--- config.mk ---
export PLATFORM = sky130hd
export DESIGN_NAME = uart_rx
export DESIGN_NICKNAME = d
export VERILOG_FILES = /design/src/rtl/uart_pkg.sv /design/src/rtl/uart_sync.sv /design/src/rtl/uart_rx.sv
export SDC_FILE = /design/constraint.sdc
export NUM_CORES = 1
export LEC_CHECK = 0
export CORE_ASPECT_RATIO = 0.9
export CORE_MARGIN = 2
export CORE_UTILIZATION = 40
export CTS_BUF_LIST = sky130_fd_sc_hd__clkbuf_4
export CTS_CLUSTER_SIZE = 14
export DETAILED_ROUTE_END_ITERATION = 10
export GPL_ROUTABILITY_DRIVEN = 0
export PLACE_DENSITY = 0.63
export SYNTH_ARGS = -nofsm -noshare
export SYNTH_HDL_FRONTEND = slang
export SYNTH_HIERARCHICAL = 1
export SYNTH_SLANG_ARGS = --single-unit
--- constraint.sdc ---
create_clock -name clk -period 5.3 [get_ports clk]
set_input_delay 1.59 -clock clk [delete_from_list [all_inputs] [get_ports clk]]
set_output_delay 1.59 -clock clk [all_outputs]
set_load 0.02 [all_outputs]
--- src/rtl/uart_pkg.sv ---
// Shared UART types and default frame constants.
package uart_pkg;

    typedef enum logic [2:0] {
        IDLE,
        START,
        DATA,
        PARITY,
        STOP
    } rx_state_t;

    localparam int UART_D_W    = 8;
    localparam int UART_B_TICK = 16;

endpackage

--- src/rtl/uart_sync.sv ---
// N-flop synchronizer for a single asynchronous input, with a selectable reset value.
module uart_sync #(
    parameter int   N       = 2,
    parameter logic RST_VAL = 1'b1
) (
    input  logic clk,
    input  logic rst_n,
    input  logic i_d,
    output logic o_q
);

    logic [N-1:0] r_sync;

    always_ff @(posedge clk or negedge rst_n) begin
        if (!rst_n) begin
            r_sync <= {N{RST_VAL}};
        end else begin
            r_sync <= {r_sync[N-2:0], i_d};
        end
    end

    assign o_q = r_sync[N-1];

endmodule

--- src/rtl/uart_rx.sv ---
// UART receiver: oversampled start detection, mid-bit sampling, optional parity,
// and per-frame completion strobes towards the RX FIFO and status register.
module uart_rx
    import uart_pkg::*;
#(
    parameter int D_W        = UART_D_W,
    parameter int B_TICK     = UART_B_TICK,
    parameter bit PARITY_EN  = 1'b0,
    parameter bit PARITY_ODD = 1'b0
) (
    input  logic           clk,
    input  logic           rst,
    input  logic           s_tick,
    input  logic           rx_data,
    input  logic           ff_full,
    output logic           ff_wr_en,
    output logic [D_W-1:0] ff_wr_data,
    output logic           frame_err,
    output logic           parity_err,
    output logic           overrun,
    output logic           break_det,
    output logic           busy
);

    localparam int TW = $clog2(B_TICK);
    localparam int BW = $clog2(D_W);
    localparam logic [TW-1:0] T_HALF = TW'(B_TICK / 2 - 1);
    localparam logic [TW-1:0] T_LAST = TW'(B_TICK - 1);
    localparam logic [BW-1:0] B_LAST = BW'(D_W - 1);

    logic            w_rx_s;
    rx_state_t       r_state;
    logic [TW-1:0]   r_tcnt;
    logic [BW-1:0]   r_bcnt;
    logic [D_W-1:0]  r_shift;
    logic            r_par_err;
    logic            r_wr_en;
    logic [D_W-1:0]  r_wr_data;
    logic            r_frame_err;
    logic            r_parity_err;
    logic            r_overrun;
    logic            r_break_det;
    logic            r_busy;

    uart_sync #(
        .N       (2),
        .RST_VAL (1'b1)
    ) u_sync (
        .clk   (clk),
        .rst_n (rst),
        .i_d   (rx_data),
        .o_q   (w_rx_s)
    );

    always_ff @(posedge clk or negedge rst) begin
        if (!rst) begin
            r_state      <= IDLE;
            r_tcnt       <= '0;
            r_bcnt       <= '0;
            r_shift      <= '0;
            r_par_err    <= 1'b0;
            r_wr_en      <= 1'b0;
            r_wr_data    <= '0;
            r_frame_err  <= 1'b0;
            r_parity_err <= 1'b0;
            r_overrun    <= 1'b0;
            r_break_det  <= 1'b0;
            r_busy       <= 1'b0;
        end else begin
            r_wr_en      <= 1'b0;
            r_frame_err  <= 1'b0;
            r_parity_err <= 1'b0;
            r_overrun    <= 1'b0;
            r_break_det  <= 1'b0;

            case (r_state)
                IDLE: begin
                    if (!w_rx_s) begin
                        r_state <= START;
                        r_tcnt  <= '0;
                        r_busy  <= 1'b1;
                    end
                end

                // Checking half a bit in re-aligns every later sample to mid-bit.
                START: begin
                    if (s_tick) begin
                        if (r_tcnt == T_HALF) begin
                            if (w_rx_s) begin
                                r_state <= IDLE;
                                r_busy  <= 1'b0;
                            end else begin
                                r_state   <= DATA;
                                r_tcnt    <= '0;
                                r_bcnt    <= '0;
                                r_par_err <= 1'b0;
                            end
                        end else begin
                            r_tcnt <= r_tcnt + TW'(1);
                        end
                    end
                end

                DATA: begin
                    if (s_tick) begin
                        if (r_tcnt == T_LAST) begin
                            r_tcnt  <= '0;
                            r_shift <= {w_rx_s, r_shift[D_W-1:1]};
                            if (r_bcnt == B_LAST) begin
                                r_state <= PARITY_EN ? PARITY : STOP;
                            end else begin
                                r_bcnt <= r_bcnt + BW'(1);
                            end
                        end else begin
                            r_tcnt <= r_tcnt + TW'(1);
                        end
                    end
                end

                PARITY: begin
                    if (s_tick) begin
                        if (r_tcnt == T_LAST) begin
                            r_tcnt    <= '0;
                            r_par_err <= ((^r_shift) ^ w_rx_s) != PARITY_ODD;
                            r_state   <= STOP;
                        end else begin
                            r_tcnt <= r_tcnt + TW'(1);
                        end
                    end
                end

                // Leaving at mid-stop lets a following start edge be seen right away.
                STOP: begin
                    if (s_tick) begin
                        if (r_tcnt == T_LAST) begin
                            r_tcnt       <= '0;
                            r_state      <= IDLE;
                            r_busy       <= 1'b0;
                            r_wr_data    <= r_shift;
                            r_parity_err <= r_par_err;
                            if (w_rx_s) begin
                                if (ff_full) begin
                                    r_overrun <= 1'b1;
                                end else begin
                                    r_wr_en <= 1'b1;
                                end
                            end else begin
                                r_frame_err <= 1'b1;
                                r_break_det <= (r_shift == '0);
                            end
                        end else begin
                            r_tcnt <= r_tcnt + TW'(1);
                        end
                    end
                end

                default: begin
                    r_state <= IDLE;
                    r_busy  <= 1'b0;
                end
            endcase
        end
    end

    assign ff_wr_en   = r_wr_en;
    assign ff_wr_data = r_wr_data;
    assign frame_err  = r_frame_err;
    assign parity_err = r_parity_err;
    assign overrun    = r_overrun;
    assign break_det  = r_break_det;
    assign busy       = r_busy;

endmodule
==> results.toml, run 1 <==
[run_status]
status = "completed"

[clock_network]
clock_latency_ps = 340
post_cts_buffers = 0
cts_buffers = 5
cts_resized = 0
tritoncts = "yes"
ctsHtreeMaxLevel = 2
cts.sinks = 35
hold_buffers = 0
root_buffer = "clkbuf_4"
clkTransAtPathRegs_ps = 110
clockBufferDepth = 2

[timing]
period_share_pct = 57.1
finalMaxSlewViolations = 0
tns_ps = 0
holdWs_ps = 370
worstMarginPinSlew_ps = 588
setup-violations-final = 0
rsz0062_at_grt = "no"
clock.fmax_mhz = 330
fin_crit_ps = 3030
fin_skew_ps = 7.02
finalHoldViolCount = 0
max_slew_margin_pct = 60.8

[detailed_routing]
drtIter0Drc = 51
drtPass1Iterations = 4
wl_per_cell_um = 13.5
wl_um = 3280
drc_errors = 0
vias = 1237
vias_per_cell = 5.07
ant_nets = 0

[power]
p_sw_mw = 0.314
ir_drop_uv = 214
seqPwrFrac_pct = 42.0
p_comb_share_pct = 32.9
power.density_nw_per_um2 = 467
p_leak_nw = 0.949
p_int_mw = 0.655
pwr-share-clk_pct = 25.1
switching_share_pct = 32.4

[yosys]
synth_cell_types = 46
yosysWarnings = 6
synth_edf_count = 0
synthesis.nets = 179
synth_area_sq_um = 1800
syn_inst = 167
synthFlopType = "dfrtp_1"
ys_ff_latch = 35
avgSynthCellArea_sq_um = 10.8
yosysSeqAreaShare_pct = 48.8
postSynth.asyncResetShare_pct = 100

[flow_run]
cap_violations = 0

[critical_path]
crit_path_max_fanout = 16
worst_setup_path_end_kind = "register"
startpoint_type = "input port"
arrival_ps = 3230
crit_required_ps = 5500
critical_path_class = "in2reg"

[layout]
final_common_cell = "dfrtp_1"
area_delta_synth_final_pct = 15.3
num_antenna_cells = 0
design_area_sq_um = 2080
drive_above_1_share_pct = 13.7
finalNetCount = 193
layout_common_cells = "dfrtp_1, clkdlybuf4s50_1, nand2_1, o21ai_0, inv_1"

[floorplan]
die_h_um = 67.7
start_util_pct = 40.9
row_count = 23
core-area_sq_um = 4400
die_width_um = 74.7
dieArea_sq_um = 5050
ioPinCount = 19

[global_route]
antenna_found_initial = 0
grt_pass1_wl_um = 5530
grt.overflow.total = 0
grt_usage_pct = 14.7
grt_pass1_vias = 1271
grt_max_degree = 36

[placement]
dp_hpwl_um = 2290
portBuffers = 18
placed_cell_area_sq_um = 1970

[hold_path]
hold_class = "reg2reg"
## flip-flops by register name, summed over array words and instances, names as in the netlist
signal         cells
break_det          1
busy               1
ff_wr_data         8
ff_wr_en           1
frame_err          1
overrun            1
parity_err         1
r_bcnt             3
r_par_err          1
r_shift            8
r_state            3
r_tcnt             4
u_sync/r_sync      2
## layer usage
metal	share of wire [%]	vias to the layer above	GRT usage, %
li1	-	600	-
met1	46	583	17.6
met2	46	43	23.9
met3	5.4	11	3.88
met4	2.6	0	8.48
met5	0	-	0
## through the flow
stage | setup WS (ps) | utilization [%] | power [mW] | std cells
detailed placement | 1910 | 44.8 | 0.730 | 236
global route | 2160 | 47.1 | 1.03 | 244
finish | 2270 | 47.1 | 0.969 | 244
floorplan | 2480 | - | 0.628 | 167
global placement | 1980 | 44.8 | 0.719 | 236
CTS | 2300 | 47.1 | 0.979 | 244
## cells by family after synthesis
group	after synthesis	share of synthesized area, %
DFF	35	48.8
adders and majority gates	7	4.86
buffers and inverters	24	7.78
and+or+nand+nor	47	14.1
muxes	12	8.34
AOI/OAI and AO/OA	36	13.2
xor gates and xnor gates	6	2.92
## cells in the mapped netlist (all sizes together) (2+ instances only)
cell type / number / area [sq um]
a21bo: 2 / 20.0
a21oi: 6 / 30.0
a22o: 2 / 17.5
a31oi: 2 / 12.5
and3: 3 / 23.8
buf: 12 / 95.1
dfrtp: 33 / 826
dfstp: 2 / 52.6
ha: 7 / 87.6
inv: 12 / 45.0
mux2: 9 / 120
mux2i: 3 / 30.0
nand2: 15 / 56.3
nand2b: 2 / 12.5
nand3: 3 / 15.0
nand4: 2 / 12.5
nor2: 8 / 30.0
nor3: 6 / 30.0
nor3b: 2 / 26.3
o21ai: 14 / 70.1
o22a: 2 / 17.5
xnor2: 5 / 43.8
## power groups by stage
stage	clock network (mW)	logic, mW	registers (mW)
after floorplan	0	0.218	0.410
after global placement	0	0.314	0.405
after detailed placement	0	0.321	0.409
after CTS	0.252	0.321	0.405
after global routing	0.260	0.352	0.417
final	0.243	0.319	0.407
## layout make-up
| cell class | count | area (sq um) |
|---|---|---|
| flip-flops and latches | 35 | 878 |
| inverters | 12 | 45.0 |
| clock buffers | 6 | 45.0 |
| repair buffers | 19 | 188 |
| fillers | 422 | 2330 |
| well taps | 62 | 77.6 |
| multi-input cells | 108 | 782 |
| clock inverters | 2 | 60.1 |
## worst max-delay path, stage by stage
cell,delay (ps)
clkdlybuf4s50_1,650
and4_4,320
nor3b_4,480
o21ai_0,180
## path summary, 6_finish.rpt
check,startpoint,to,slack (ps),cells past startpoint
setup / recovery,s_tick,r_shift[0],2270,4
hold / removal,u_sync/r_sync[0],u_sync/r_sync[1],370,0
setup reg to reg,r_state[0],r_bcnt[0],3400,4
hold reg to reg,u_sync/r_sync[0],u_sync/r_sync[1],370,0
max in group asynchronous,rst,u_sync/r_sync[1],3310,2
min in group asynchronous,rst,r_bcnt[0],1650,2
No activity file was read; power rests on OpenSTA's default activity.
==> run 2, diff against run 1 <==
==> constraint.sdc (replaced) <==
create_clock -name clk -period 2.9 [get_ports clk]
set_input_delay 0.87 -clock clk [delete_from_list [all_inputs] [get_ports clk]]
set_output_delay 0.87 -clock clk [all_outputs]
set_load 0.02 [all_outputs]
==> results.toml, run 2 (synthesized netlist as in run 1, its figures left out) <==
[power]
switching_share_pct = 35.7
seqPwrFrac_pct = 46.8
p_int_mw = 1.02
power.density_nw_per_um2 = 779
ir_drop_uv = 265
p_comb_share_pct = 37.0
pwr-share-clk_pct = 16.2
p_sw_mw = 0.565
p_leak_nw = 0.930

[placement]
dp_hpwl_um = 2220
portBuffers = 18
placed_cell_area_sq_um = 1980
placed_cells = 237
pre_cts_ws_ps = 254

[layout]
area_delta_synth_final_pct = 12.8
layout_common_cells = "dfrtp_1, clkdlybuf4s50_1, nand2_1, o21ai_0, inv_1"
final_common_cell = "dfrtp_1"
finalNetCount = 194
final_cells = 245
post-route-util_pct = 46.1
drive_above_1_share_pct = 13.1
design_area_sq_um = 2030
num_antenna_cells = 0
fillCellCount = 410

[detailed_routing]
wl_per_cell_um = 13.1
drtIter0Drc = 45
drc_errors = 0
vias_per_cell = 5.09
wl_um = 3210
drtPass1Iterations = 4
vias = 1248
ant_nets = 0

[clock_network]
ctsHtreeMaxLevel = 2
hold_buffers = 0
clockBufferDepth = 2
clkTransAtPathRegs_ps = 110
cts.sinks = 35
post_cts_buffers = 0
cts_buffers = 5
cts_resized = 0
tritoncts = "yes"
root_buffer = "clkbuf_4"
clock_latency_ps = 330

[floorplan]
row_count = 23
ioPinCount = 19
die_h_um = 67.7
core-area_sq_um = 4400
die_width_um = 74.7
start_util_pct = 40.9
dieArea_sq_um = 5050

[timing]
max_slew_margin_pct = 59.6
setup-violations-final = 0
fin_skew_ps = 9.11
tns_ps = 0
fin_ws_ps = 579
clock.fmax_mhz = 431
finalMaxSlewViolations = 0
period_share_pct = 80.0
finalHoldViolCount = 0
fin_crit_ps = 2320
rsz0062_at_grt = "no"
worstMarginPinSlew_ps = 606

[global_route]
grt_max_degree = 36
grt_pass1_vias = 1174
grt.overflow.total = 0
grt_usage_pct = 14.1
antenna_found_initial = 0
grt_pass1_wl_um = 5360

[hold_path]
hold_depth = 0
worstHoldStart = "u_sync/r_sync[0]"
whs_endpoint = "u_sync/r_sync[1]"
hold_class = "reg2reg"

[critical_path]
r2r-end = "r_bcnt[0]"
r2r_slack_ps = 960
crit_path_max_fanout = 13
r2r-start = "r_state[0]"
critical_path_class = "in2reg"
crit_required_ps = 3120
worst_setup_path_end_kind = "register"
reg2reg_depth = 4
startpoint_type = "input port"
arrival_ps = 2540

[run_status]
status = "completed"

[flow_run]
cap_violations = 0
## run 2: cell type report
class                      count  area, sq um  area share (%)
inverter                      12         45.0            2.22
sequential                    35          878            43.3
clock inverter                 2         7.51           0.370
tap                           62         77.6            3.82
timing repair buffer          20          195            9.61
clock buffer                   6         45.0            2.22
multi-input combinational    108          782            38.5
## run 2: worst max-delay path by stage
| stage | cells after the start | from | endpoint | slack (ps) |
|---|---|---|---|---|
| 5_1_grt | 5 | s_tick | r_par_err | 520 |
| 6_report | 4 | s_tick | ff_wr_data[0] | 580 |
| 3_5_place_dp | 4 | s_tick | ff_wr_data[0] | 250 |
| 3_3_place_gp | 4 | s_tick | ff_wr_data[0] | 300 |
| 2_1_floorplan | 7 | s_tick | ff_wr_data[2] | 800 |
| 4_1_cts | 4 | s_tick | ff_wr_data[0] | 620 |
## run 2: power by group through the flow
| stage | clock network, mW | registers (mW) | logic, mW |
|---|---|---|---|
| floorplan | 0 | 0.749 | 0.399 |
| global placement | 0 | 0.741 | 0.571 |
| detailed placement | 0 | 0.747 | 0.590 |
| CTS | 0.272 | 0.738 | 0.590 |
| global route | 0.292 | 0.761 | 0.643 |
| finish | 0.257 | 0.740 | 0.586 |
## run 2: layer usage
layer	vias to the layer above	wire length [um]	GRT usage, %
met2	35	1530	22.6
met3	4	124	3.13
met5	-	0	0
met4	0	31	6.47
li1	605	-	-
met1	604	1520	18.2
## run 2: worst max-delay path, cell delays in order
cell	delay, ps
clkdlybuf4s50_1	660
and4_4	330
and3_4	320
mux2_2	360
## run 2: metrics by stage
step | power (mW) | hold WS, ps
finish | 1.58 | 374
global route | 1.70 | 382
CTS | 1.60 | 371
detailed placement | 1.34 | 348
global placement | 1.31 | 349
floorplan | 1.15 | 345
==> RTL change 1: new RTL, config.mk and constraints of run 2 <==
Make the reset (`rst` and `rst_n`) synchronous in 2 clocked blocks. Comments in the files are not updated.
--- a/src/rtl/uart_sync.sv
+++ b/src/rtl/uart_sync.sv
@@ -11,7 +11,7 @@
 
     logic [N-1:0] r_sync;
 
-    always_ff @(posedge clk or negedge rst_n) begin
+    always_ff @(posedge clk) begin
         if (!rst_n) begin
             r_sync <= {N{RST_VAL}};
         end else begin
--- a/src/rtl/uart_rx.sv
+++ b/src/rtl/uart_rx.sv
@@ -52,7 +52,7 @@
         .o_q   (w_rx_s)
     );
 
-    always_ff @(posedge clk or negedge rst) begin
+    always_ff @(posedge clk) begin
         if (!rst) begin
             r_state      <= IDLE;
             r_tcnt       <= '0;
Formal check against the unedited RTL: differs if rst is asserted again (counterexample within 4 cycles, from zero or initial values and one cycle with rst low); with rst held inactive, the same outputs for 10 cycles.
==> RTL change 1 against run 2 <==
  * Sequential cell count did not move
  * Via count rose by 10%
  * Count of clock-buffer cells in the layout rose by 1
  * First-iteration DRC count rose by 20%
  * Final area fell by 1.8%
  * Global-route usage rose by 2.1 points
  * Critical path depth rose by 2
  * Synthesized area fell by 5.8%
  * Setup slack got worse by 0.076 ns
  * Largest cell class is now multi-input gates
  * Routed wire length rose by 5.5%
Power is not compared: it rests on default switching activity, and its combinational part moved more than twofold at a synthesized area within 25%.
==> RTL change 1: results (changes against run 2) <==
Outcome -> complete, no violations
Post-synthesis sequential area ratio -> 0.413 (-0.0749)
Diode count -> 0 (unchanged)
First-pass GRT wire length -> 6.04 mm (+13%)
Max-slew violations -> 0 (unchanged)
Vias in the first global route -> 1,396 (+19%)
Largest net degree at the start of global routing -> 34 (-5.6%)
Sum of net half-perimeters after detailed placement -> 2.47 mm (+11%)
Post-CTS Setup Repair Bufs -> 0 (unchanged)
Crit path largest cell delay -> 0.63 ns (-0.03 ns)
Vias/cell -> 5.29 (+3.8%)
R2R setup slack -> 0.97 ns
Reg2reg start -> r_tcnt[0]
Worst min-delay path class -> register to register
Clk Latency, worst-skew pair -> 0.33 ns (about the same)
Top post-synthesis cells by area -> dfxtp_1 41%, mux2i_1 8.8%, ha_1 5.2%
Hold Worst Slack -> 0.425 ns (+0.0503 ns)
Max IR drop VDD -> 0.320 mV
P_sw -> 183 uW
Layout fillers -> 396 (-3.4%)
Worst-margin pin slew -> 0.511 ns (-0.0943 ns)
Clock skew -> 0.00344 ns (-0.00568 ns)
Antenna violations before repair -> 0 (unchanged)
Number of H-tree levels -> 2 (unchanged)
Non-filler cells, final -> 260 (+6.1%)
CP max-delay cell -> clkdlybuf4s50_1
Drt total wl -> 3.38 mm (+5.5%)
Number of detailed-route iterations in the first pass -> 4 (unchanged)
Number of cells after detailed placement -> 252 (+6.3%)
Synth unique cells -> 38 (-17%)
Tot GR Track Use -> 0.162 (+0.0209)
Longest Clk Path Bufs -> 2 (unchanged)
Main flop type after synthesis -> dfxtp_1
Critical path peak fanout -> 6 (-7)
R2r endpoint -> r_bcnt[0]
Post-synth ARST share -> 0 (-1.00)
# port buffers -> 18 (unchanged)
Worst R2R Path Depth -> 6 (+2)
Number of buffers created by CTS -> 5 (unchanged)
Synth Instances -> 191 (+14%)
Setup CP Type -> input pin to register
Syn Nets -> 203 (+13%)
Nets -> 223 (+15%)
Starting DRC count in detailed routing -> 54 (+20%)
Fraction of layout cells with a size suffix above 1 -> 0.0849 (-0.0462)
Synth cell count leaders -> 35 x dfxtp_1, 17 x nand2_1, 15 x mux2i_1, 14 x nor2_1, 14 x nor2b_1
Post-DP Area -> 0.00194 mm2 (-2.2%)
CTS root buffer -> clkbuf_4
Arr. time, crit path -> 2.65 ns (+0.11 ns)
[RTL change 1: cell families (layout without fill, tap and decap cells)]
family          after synthesis  count (layout)  synth area share
buf+inv                      21              42            0.0472
xor+xnor                      5               5            0.0258
fa+ha+maj                     7               7            0.0516
flops                        35              35             0.413
compound gates               31              31             0.122
mux                          16              16            0.0951
simple gates                 76              76             0.246
[RTL change 1: metrics by stage]
stage	setup WS, ns	utilization	power [uW]
finish	0.503	0.489	801
global route	0.450	0.489	838
CTS	0.523	0.489	814
detailed placement	0.161	0.475	545
global placement	0.259	0.475	543
floorplan	0.859	-	528
[RTL change 1: final cells by class]
cell class	instances	area, um2	area share
Clock inverter	1	5.00	0.00251
Sequential cell	35	701	0.352
Tap cell	48	60.1	0.0301
Clock buffer	7	52.6	0.0264
Multi-Input combinational cell	135	916	0.460
Timing Repair Buffer	23	218	0.109
Inverter	11	41.3	0.0207
[RTL change 1: layer usage]
layer	part of all wire	up-vias	track usage
met1	0.45	643	0.197
met2	0.49	30	0.263
met3	0.039	8	0.0427
li1	-	694	-
met5	0	-	0
met4	0.016	0	0.0810
[RTL change 1: worst max-delay path: cells and delay by family]
family | cells | cell delay, ns
buffers and inverters | 1 | 0.63
multiplexers | 1 | 0.25
AND/OR/NAND/NOR | 3 | 0.80
AO/OA/AOI/OAI | 1 | 0.10
[RTL change 1: worst min path at each step]
stage / startpoint / to / depth (start not counted)
detailed placement: u_sync/r_sync[0] / u_sync/r_sync[1] / 1
floorplan: u_sync/r_sync[0] / u_sync/r_sync[1] / 1
global route: u_sync/r_sync[0] / u_sync/r_sync[1] / 1
finish: u_sync/r_sync[0] / u_sync/r_sync[1] / 1
global placement: u_sync/r_sync[0] / u_sync/r_sync[1] / 1
CTS: u_sync/r_sync[0] / u_sync/r_sync[1] / 1
[RTL change 1: power by group through the flow]
stage	clock [uW]	combinational, uW	sequential (uW)
floorplan	0	27.8	500
global placement	0	41.2	502
detailed placement	0	42.6	502
global route	298	47.6	493
CTS	279	42.9	491
finish	267	42.5	491
==> RTL change 2: new RTL, settings of run 2 <==
Made on the original files. `UART_D_W`: 8 -> 32.
--- a/src/rtl/uart_pkg.sv
+++ b/src/rtl/uart_pkg.sv
@@ -9,7 +9,7 @@
         STOP
     } rx_state_t;
 
-    localparam int UART_D_W    = 8;
+    localparam int UART_D_W    = 32;
     localparam int UART_B_TICK = 16;
 
 endpackage
Ports: changed (resized ff_wr_data); port bits go from 19 to 43. The function was not compared with the original's and may differ.
==> RTL change 2 against run 2 <==
  * Final area is 130% higher
  * Setup slack worse by 0.0043 ns
  * Sequential cell count is 50 higher
  * Synthesized area is 120% higher
  * Total power is 68% higher
  * Routed wire length is 120% higher
  * Combinational power is 20% lower
  * Maximum frequency is 0.18% lower
  * Sequential share of layout area is 1.8 points higher
  * Sequential power is 81% higher
  * Clock power grew to 3.3 times the old value
  * Critical endpoint is now ff_wr_data[9]
  * Largest power group unchanged
==> RTL change 2: results (changes against run 2) <==
Fraction of layout cells with a size suffix above 1 -> 0.159 (+0.0278)
Layout fillers -> 947 (+130%)
Post-synthesis sequential area ratio -> 0.529 (+0.0407)
Reg clk slew, reported paths -> 0.13 ns (+0.02 ns)
Largest net degree at the start of global routing -> 69 (+92%)
Max IR drop VDD -> 0.438 mV (+65%)
Worst-margin pin slew -> 0.499 ns (-0.107 ns)
Outcome -> complete, no violations
Synth unique cells -> 47 (+2.2%)
Top post-synthesis cells by area -> dfrtp_1 52%, o21ai_0 6.0%, ha_1 5.9%
Static leakage -> 0.00224 uW (+140%)
Synth cell count leaders -> 83 x dfrtp_1, 62 x nand2_1, 48 x o21ai_0, 34 x inv_1, 20 x o21ai_2
Worst R2R Path Depth -> 5 (+1)
Arr. time, crit path -> 1.46 ns (-1.08 ns)
Starting DRC count in detailed routing -> 126 (+180%)
P_int -> 1890 uW (+86%)
Sum of net half-perimeters after detailed placement -> 5.04 mm (+130%)
Tot GR Track Use -> 0.147 (+0.00556)
Critical path peak fanout -> 2 (-11)
# port buffers -> 42 (+24)
Crit path largest cell delay -> 0.62 ns (-0.04 ns)
Vias/cell -> 4.88 (-4.3%)
Number of H-tree levels -> 3 (+1)
First-pass GRT wire length -> 12.5 mm (+130%)
Clk Latency, worst-skew pair -> 0.44 ns (+0.11 ns)
Post-DP Area -> 0.00454 mm2 (+130%)
Number of buffers created by CTS -> 9 (+4)
Critical path startpoint -> ff_wr_data[9]
Clock skew -> 0.0171 ns (+0.00796 ns)
## RTL change 2: changes by cell type in the layout (fill, tap and decap cells not counted), moves of 4 or more
| cell | before | now |
|---|---|---|
| nand2_2 | 0 | 15 |
| inv_1 | 12 | 34 |
| o21ai_1 | 0 | 12 |
| dfrtp_1 | 33 | 83 |
| nand2_1 | 15 | 62 |
| o21ai_2 | 0 | 20 |
| nor3_1 | 6 | 0 |
| clkbuf_4 | 6 | 10 |
| xnor2_1 | 5 | 14 |
| ha_1 | 7 | 19 |
| mux2_4 | 5 | 0 |
| o21ai_0 | 14 | 48 |
| clkdlybuf4s50_1 | 18 | 41 |
## RTL change 2: through the flow
stage               instances  hold slack, ns  worst slack, ns
CTS                       560           0.292            0.537
global route              560           0.307            0.485
detailed placement        544           0.356            0.280
finish                    560           0.319            0.574
global placement          544           0.349            0.318
floorplan                 392           0.345            0.783
## RTL change 2: kinds of logic after synthesis
kind of cell,synth area share
flip-flops,0.529
AND/OR/NAND/NOR,0.141
multiplexers,0.00528
AO/OA/AOI/OAI,0.156
adder cells (fa/ha/maj),0.0615
XOR/XNOR,0.0404
buffers and inverters,0.0677
## RTL change 2: worst max path at each step
stage | endpoint | slack, ns | depth (start not counted)
global placement | ff_wr_data[31] | 0.32 | 6
CTS | ff_wr_data[9] | 0.54 | 1
global route | ff_wr_data[8] | 0.49 | 1
finish | ff_wr_data[9] | 0.57 | 1
floorplan | ff_wr_data[16] | 0.78 | 8
detailed placement | ff_wr_data[31] | 0.28 | 6
## RTL change 2: layout make-up
cell class              count  area share
clock inverters             6      0.0236
repair buffers             47       0.104
multi-input cells         251       0.344
well taps                 126      0.0334
flip-flops and latches     85       0.451
clock buffers              10      0.0159
inverters                  35      0.0278
## RTL change 2: layer usage
metal / share of wire / global-route usage / vias up
li1: - / - / 1380
met1: 0.48 / 0.209 / 1278
met2: 0.46 / 0.212 / 60
met3: 0.049 / 0.0478 / 13
met4: 0.014 / 0.0448 / 0
met5: 0 / 0 / -
## RTL change 2: power groups by stage
| stage | logic [uW] | clock network [uW] | registers (uW) |
|---|---|---|---|
| floorplan | 395 | 0 | 1320 |
| global placement | 457 | 0 | 1360 |
| detailed placement | 468 | 0 | 1360 |
| CTS | 468 | 886 | 1340 |
| global route | 526 | 925 | 1360 |
| finish | 466 | 855 | 1340 |
## RTL change 2: worst register-to-register path: stages, from the launching register on
cell	delay, ns
dfrtp_1	0.56
or3b_1	0.59
o32ai_2	0.25
nand3_1	0.36
o21ai_0	0.28
a22o_1	0.14
